**src/rtl/bsg_fifo_rolly_replay_ctrl.sv**
```systemverilog
// bsg_fifo_rolly_replay_ctrl: pops rolly-FIFO entries into an in-order pipe and turns
// hit/miss responses into commit (deq) and replay (roll) strobes, stalling after a miss.
module bsg_fifo_rolly_replay_ctrl #(
  parameter int width_p = 8,
  parameter int els_p   = 4
) (
  input  logic               clk_i,
  input  logic               reset_n_i,
  input  logic [width_p-1:0] fifo_data_i,
  input  logic               fifo_v_i,
  output logic               fifo_yumi_o,
  output logic               fifo_deq_v_o,
  output logic               fifo_roll_v_o,
  output logic [width_p-1:0] issue_data_o,
  output logic               issue_epoch_o,
  output logic               issue_v_o,
  input  logic               issue_ready_i,
  input  logic               resp_v_i,
  input  logic               resp_miss_i,
  input  logic               resp_epoch_i,
  input  logic               flush_i,
  input  logic               refill_done_i,
  output logic               stall_o
);
  localparam int cnt_w = $clog2(els_p + 1);
  localparam logic [0:0] state_run   = 1'b0;
  localparam logic [0:0] state_stall = 1'b1;
  logic [0:0]       state_r, state_n;
  logic             epoch_r;
  logic [cnt_w-1:0] inflight_r;
  logic             cur, hit, miss;
  // Responses tagged with an older epoch belong to squashed entries and are dropped.
  always_comb begin
    cur           = reset_n_i & resp_v_i & (resp_epoch_i == epoch_r);
    hit           = cur & ~resp_miss_i;
    miss          = cur & resp_miss_i;
    fifo_deq_v_o  = hit;
    fifo_roll_v_o = miss | (reset_n_i & flush_i);
    issue_v_o     = reset_n_i & (state_r == state_run) & fifo_v_i
                  & (inflight_r < cnt_w'(els_p)) & ~fifo_roll_v_o;
    fifo_yumi_o   = issue_v_o & issue_ready_i;
    state_n       = miss ? state_stall : (refill_done_i ? state_run : state_r);
  end
  assign issue_data_o  = fifo_data_i;
  assign issue_epoch_o = epoch_r;
  assign stall_o       = (state_r == state_stall);
  always_ff @(posedge clk_i) begin
    if (!reset_n_i) begin
      state_r    <= state_run;
      epoch_r    <= 1'b0;
      inflight_r <= '0;
    end else begin
      state_r    <= state_n;
      epoch_r    <= epoch_r ^ fifo_roll_v_o;
      inflight_r <= fifo_roll_v_o ? '0 : inflight_r + cnt_w'(fifo_yumi_o) - cnt_w'(hit);
    end
  end
  always_ff @(posedge clk_i) begin
    if (reset_n_i && cur) assert (inflight_r != '0);
  end
endmodule
```
**config.mk**
```make
export PLATFORM = sky130hd
export DESIGN_NAME = bsg_fifo_rolly_replay_ctrl
export DESIGN_NICKNAME = d
export VERILOG_FILES = /design/src/rtl/bsg_fifo_rolly_replay_ctrl.sv
export SDC_FILE = /design/constraint.sdc
export NUM_CORES = 1
export LEC_CHECK = 0
export BUFFER_PORTS_ARGS = -buffer_cell sky130_fd_sc_hd__buf_4
export CAP_MARGIN = 20
export CORE_AREA = 2 2 39 41
export DETAILED_ROUTE_END_ITERATION = 8
export DIE_AREA = 0 0 41 43
export GPL_ROUTABILITY_DRIVEN = 0
export HOLD_SLACK_MARGIN = 0.02
export SLEW_MARGIN = 20
export SYNTH_ARGS = -nofsm -noshare
export SYNTH_HDL_FRONTEND = slang
export SYNTH_SLANG_ARGS = --single-unit
export TNS_END_PERCENT = 50
```
**constraint.sdc**
```tcl
create_clock -name clk_i -period 2.14 [get_ports clk_i]
set_input_delay 0.428 -clock clk_i [delete_from_list [all_inputs] [get_ports clk_i]]
set_output_delay 0.428 -clock clk_i [all_outputs]
set_load 0.1 [all_outputs]
```
==> impl_metrics.tcl, run 1 <==
set metrics [dict create \
    startpoint_type "flip-flop" \
    cts_inserted_buffers 3 \
    period_needed_ns 2.03 \
    synth_edf_count 0 \
    busiest_layer "met2" \
    dieWidth_um 41 \
    worst-setup-path-type "flip-flop to output port" \
    hp-class "input port to flip-flop" \
    grt_pass1_wl_um 1160 \
    worstPathRequired_ns 1.71 \
    crit_chain "xor2_2, buf_4, o21ai_2, nor4_4, buf_4" \
    syn-cell-area_sq_um 379 \
    postCtsSetupBuffers 0 \
    die_y_um 43 \
    clock-sinks 5 \
    die_area_sq_um 1760 \
    yosys-top-cells-area "dfxtp_1 (26%), buf_4 (16%), inv_1 (6.9%)" \
    worst_ep_arrival_time_ns 1.60 \
    wl_um 668 \
    crit_slowest_cell "dfxtp_4" \
    met1_usage 0.0951 \
    grtUsageMet2 0.150 \
    post-place-ws_ns -0.0526 \
    critPathMaxStageDelay_ns 0.36 \
    grt_start_max_net_pins 6 \
    tightest_slew_ns 0.279 \
    crit_top_cell "buf_4" \
    vias_per_cell 4.22 \
    finClkSkew_ns 0.00249 \
    grt-ovfl-total 0 \
    clk_pin_slew_ns 0.04 \
    first_iter_violations 0 \
    grt_usage 0.101 \
    num_vias 304 \
    rsz0062_at_grt "false" \
    htreeDepth 1 \
    leakage_uw 0.000225 \
    cp-end-kind "output port" \
    place_area_sq_um 488 \
    ys_ff_latch 5 \
    port-buffer-count 14 \
    ys_warn_count 0 \
    drc 0 \
    final_cell_area_sq_um 514 \
    synth.largest_area_cell "dfxtp_1" \
    finalSetupViolCount 0 \
    power.density_nw_per_um2 610 \
    grt_pass1_vias 318 \
    hold_viol_final 0 \
    relSlewSlack 0.815 \
    ios 31 \
    wl_per_cell_um 9.28 \
    clock_latency_ns 0.24 \
    status "complete, no violations" \
    ys_seq_area_frac 0.264 \
    timing.final.crit_share 0.947 \
    final_util 0.372 \
    nFillCells 149 \
    synth_nets 64 \
    first_pass_iters 1 \
    crit_path_max_fanout 4 \
    placementRows 14 \
    antenna_found_initial 0 \
    async_flop_share 0 \
    grtUsageMet3 0.0628 \
    ir_drop_uv 355 \
    diodes 0 \
    area_growth_pct 35.6 \
    synth_ff_type "dfxtp_1" \
    ys_types 19 \
    synthCells 44 \
    final_max_slew_viol_count 0 \
    final_layout_size_suffix_gt1_frac 0.500 \
    netlist.area_leader.share 0.264 \
    root_buffer "clkbuf_4" \
    cts.repair.resized 0 \
    synth_area_per_cell_sq_um 8.62 \
    cts_buffer_depth 2 \
    cts_hold_buffers 0 \
    initial_core_util 0.274 \
    fmax_ghz 0.493 \
    setup_slack_ns 0.113 \
    maxCapViolations 0 \
    layout.nets 77 \
    cts_tree "done" \
    core_sq_um 1380 \
    dp_hpwl_um 559 \
    ant_nets 0 \
]
## path summary, 6_finish.rpt
kind	startpoint	endpoint	slack (ns)	depth (start not counted)
setup / recovery	issue_epoch_o	fifo_yumi_o	0.11	5
hold / removal	reset_n_i	stall_o	0.43	2
setup reg to reg	issue_epoch_o	inflight_r[2]	0.16	8
hold reg to reg	stall_o	stall_o	0.61	2
## routing by layer
metal  vias up  part of all wire
met3         2             0.091
li1        155                 -
met1       139              0.35
met2         8              0.55
met5         -                 0
met4         0            0.0060
## cell type report
cell class	count	area [sq um]	share of cell area
multi-input combinational	24	216	0.421
timing repair buffer	16	120	0.234
sequential	5	105	0.204
clock buffer	4	26.3	0.0511
inverter	7	26.3	0.0511
tap	16	20.0	0.0389
## cells in the final DEF, fill, tap and decap left out
cell / instances
nand2_1: 1
ha_1: 1
clkbuf_1: 1
clkbuf_4: 3
a311oi_1: 1
a21oi_1: 1
and2b_2: 1
fa_1: 1
nor2_1: 4
nor4_4: 1
dfxtp_1: 3
nand2b_1: 1
nor3_2: 1
inv_1: 7
nor2b_1: 2
ha_2: 1
and4bb_2: 1
xnor2_1: 2
xor2_2: 1
dfxtp_2: 1
buf_4: 16
o21a_1: 3
o21ai_2: 1
dfxtp_4: 1
## worst max-delay path, delay by kind of cell (launching register included)
family          cells  cell delay (ns)
xor+xnor            1             0.16
buf+inv             2             0.48
simple gates        1             0.29
compound gates      1             0.07
flops               1             0.36
## power breakdown
group	switching [uW]	internal, uW
combinational	67.5	36.8
clock	37.7	70.4
sequential	3.75	97.7
total	109	205
## flip-flops by register name, summed over array words and instances (netlist names)
| name | flops |
|---|---|
| issue_epoch_o | 1 |
| stall_o | 1 |
| inflight_r | 3 |
## cell usage after synthesis, drive strengths merged (2+ instances only)
cell type	instances
ha	2
inv	7
dfxtp	5
buf	8
nor2	4
o21a	3
xnor2	2
nor2b	2
## logic make-up (layout without fill, tap and decap cells)
kind of cell,after synthesis,count (layout),share of synthesized area
buffers and inverters,15,27,0.228
and+or+nand+nor,12,12,0.201
AOI/OAI and AO/OA,6,6,0.119
DFF,5,5,0.264
adders and majority gates,3,3,0.119
xor gates and xnor gates,3,3,0.0693
## per-stage QoR
| step | cells | power [uW] | hold slack (ns) | TNS (ns) |
|---|---|---|---|---|
| final | 72 | 314 | 0.430 | 0 |
| after global routing | 72 | 333 | 0.425 | 0 |
| after CTS | 72 | 320 | 0.425 | 0 |
| after detailed placement | 68 | 208 | 0.594 | -0.0546 |
| after global placement | 68 | 207 | 0.589 | -0.0179 |
| after floorplan | 44 | 245 | 0.545 | -2.72 |
Note: power is estimated with default switching activity, not from simulation.
==> run 2, diff against run 1 <==
--- a/config.mk
+++ b/config.mk
@@ -8,10 +8,12 @@
 export BUFFER_PORTS_ARGS = -buffer_cell sky130_fd_sc_hd__buf_4
 export CAP_MARGIN = 20
 export CORE_AREA = 2 2 39 41
+export CTS_BUF_LIST = sky130_fd_sc_hd__clkbuf_16
 export DETAILED_ROUTE_END_ITERATION = 8
 export DIE_AREA = 0 0 41 43
 export GPL_ROUTABILITY_DRIVEN = 0
 export HOLD_SLACK_MARGIN = 0.02
+export RECOVER_POWER = 25
 export SLEW_MARGIN = 20
 export SYNTH_ARGS = -nofsm -noshare
 export SYNTH_HDL_FRONTEND = slang
==> impl_metrics.tcl, run 2 (synthesized netlist as in run 1, its figures left out) <==
set metrics [dict create \
    initial_core_util 0.274 \
    grt_pass1_vias 324 \
    hold-worst-slack_ns 0.444 \
    cts_inserted_buffers 3 \
    grt_pass1_wl_um 1220 \
    root_buffer "clkbuf_16" \
    grt-ovfl-total 0 \
    finClkSkew_ns 0.00144 \
    wl_um 700 \
    reg2reg_depth 8 \
    die_area_sq_um 1760 \
    drc 0 \
    p_int_uw 377 \
    leakage_uw 0.000253 \
    post-place-ws_ns -0.0526 \
    startpoint_type "flip-flop" \
    die_y_um 43 \
    clock-sinks 5 \
    maxCapViolations 0 \
    layout_commonest_cell "buf_4" \
    crit_path_max_fanout 4 \
    tightest_slew_ns 0.279 \
    grt_start_max_net_pins 6 \
    hp-class "input port to flip-flop" \
    layout.nets 77 \
    whs_path_depth 2 \
    num_vias 304 \
    largest_register_ffs 3 \
    clock_latency_ns 0.23 \
    ant_nets 0 \
    port-buffer-count 14 \
    core_sq_um 1380 \
    cts_tree "done" \
    placementRows 14 \
    vias_per_cell 4.22 \
    power.share.combinational 0.204 \
    htreeDepth 1 \
    worst_ep_arrival_time_ns 1.58 \
    pwr-share-seq 0.199 \
    first_iter_violations 0 \
    final_cell_mix "buf_4 (16), inv_1 (8), nor2_1 (4)" \
    hold_viol_final 0 \
    power.density_nw_per_um2 901 \
    antenna_found_initial 0 \
    wl_per_cell_um 9.72 \
    worstPathRequired_ns 1.71 \
    rsz0062_at_grt "false" \
    first_pass_iters 1 \
    ios 31 \
    cts_buffer_depth 2 \
    p_sw_frac 0.262 \
    diodes 0 \
    final_layout_size_suffix_gt1_frac 0.500 \
    netSwitchingPower_uw 134 \
    place_area_sq_um 488 \
    dp_cells 68 \
    fmax_ghz 0.498 \
    status "complete, no violations" \
    final_max_slew_viol_count 0 \
    postCtsSetupBuffers 0 \
    fin_cells 72 \
    power.clock.fraction 0.597 \
    cp-end-kind "output port" \
    cts.repair.resized 0 \
    final_cell_area_sq_um 567 \
    timing.final.crit_share 0.939 \
    setup_slack_ns 0.130 \
    clk_pin_slew_ns 0.03 \
    relSlewSlack 0.815 \
    grt_usage 0.111 \
    dieWidth_um 41 \
    regMostFlops "inflight_r" \
    nFillCells 147 \
    dp_hpwl_um 559 \
    cts_hold_buffers 0 \
    worst-setup-path-type "flip-flop to output port" \
    area_growth_pct 49.5 \
    ir_drop_uv 478 \
    finalSetupViolCount 0 \
    period_needed_ns 2.01 \
]
run 2: routing by layer:
metal / track usage / wire length [um] / vias to the layer above
met5: 0 / 0 / -
met4: 0.113 / 25 / 0
met3: 0.0628 / 75 / 4
met2: 0.156 / 355 / 9
met1: 0.102 / 243 / 137
li1: - / - / 154
run 2: power groups by stage:
stage / registers [uW] / clock network (uW) / logic (uW)
final: 102 / 305 / 104
after global placement: 103 / 0 / 104
after CTS: 102 / 314 / 105
after global routing: 102 / 317 / 112
after detailed placement: 103 / 0 / 105
after floorplan: 121 / 0 / 124
run 2: stage by stage:
step / power (uW) / setup TNS [ns] / util
finish: 511 / 0 / 0.410
global route: 531 / 0 / 0.410
CTS: 522 / 0 / 0.410
detailed placement: 208 / -0.0546 / 0.353
global placement: 207 / -0.0179 / 0.353
floorplan: 245 / -2.72 / -
run 2: path summary, 6_finish.rpt:
check                                      to  slack [ns]          start
worst min register to register        stall_o        0.59        stall_o
worst max register to register  inflight_r[2]        0.16  issue_epoch_o
worst max-delay path              fifo_yumi_o        0.13  issue_epoch_o
worst min-delay path                  stall_o        0.44      reset_n_i
run 2: cell type report:
class | instances | area [sq um] | area share
timing repair buffer | 16 | 120 | 0.212
inverter | 7 | 26.3 | 0.0464
clock inverter | 1 | 3.75 | 0.00662
sequential | 5 | 105 | 0.185
multi-input combinational | 24 | 216 | 0.382
tap | 16 | 20.0 | 0.0353
clock buffer | 3 | 75.1 | 0.132
run 2: worst max-delay path: stages, from the launching register on:
cell,delay (ns)
dfxtp_4,0.36
xor2_2,0.16
buf_4,0.14
o21ai_2,0.07
nor4_4,0.29
buf_4,0.34
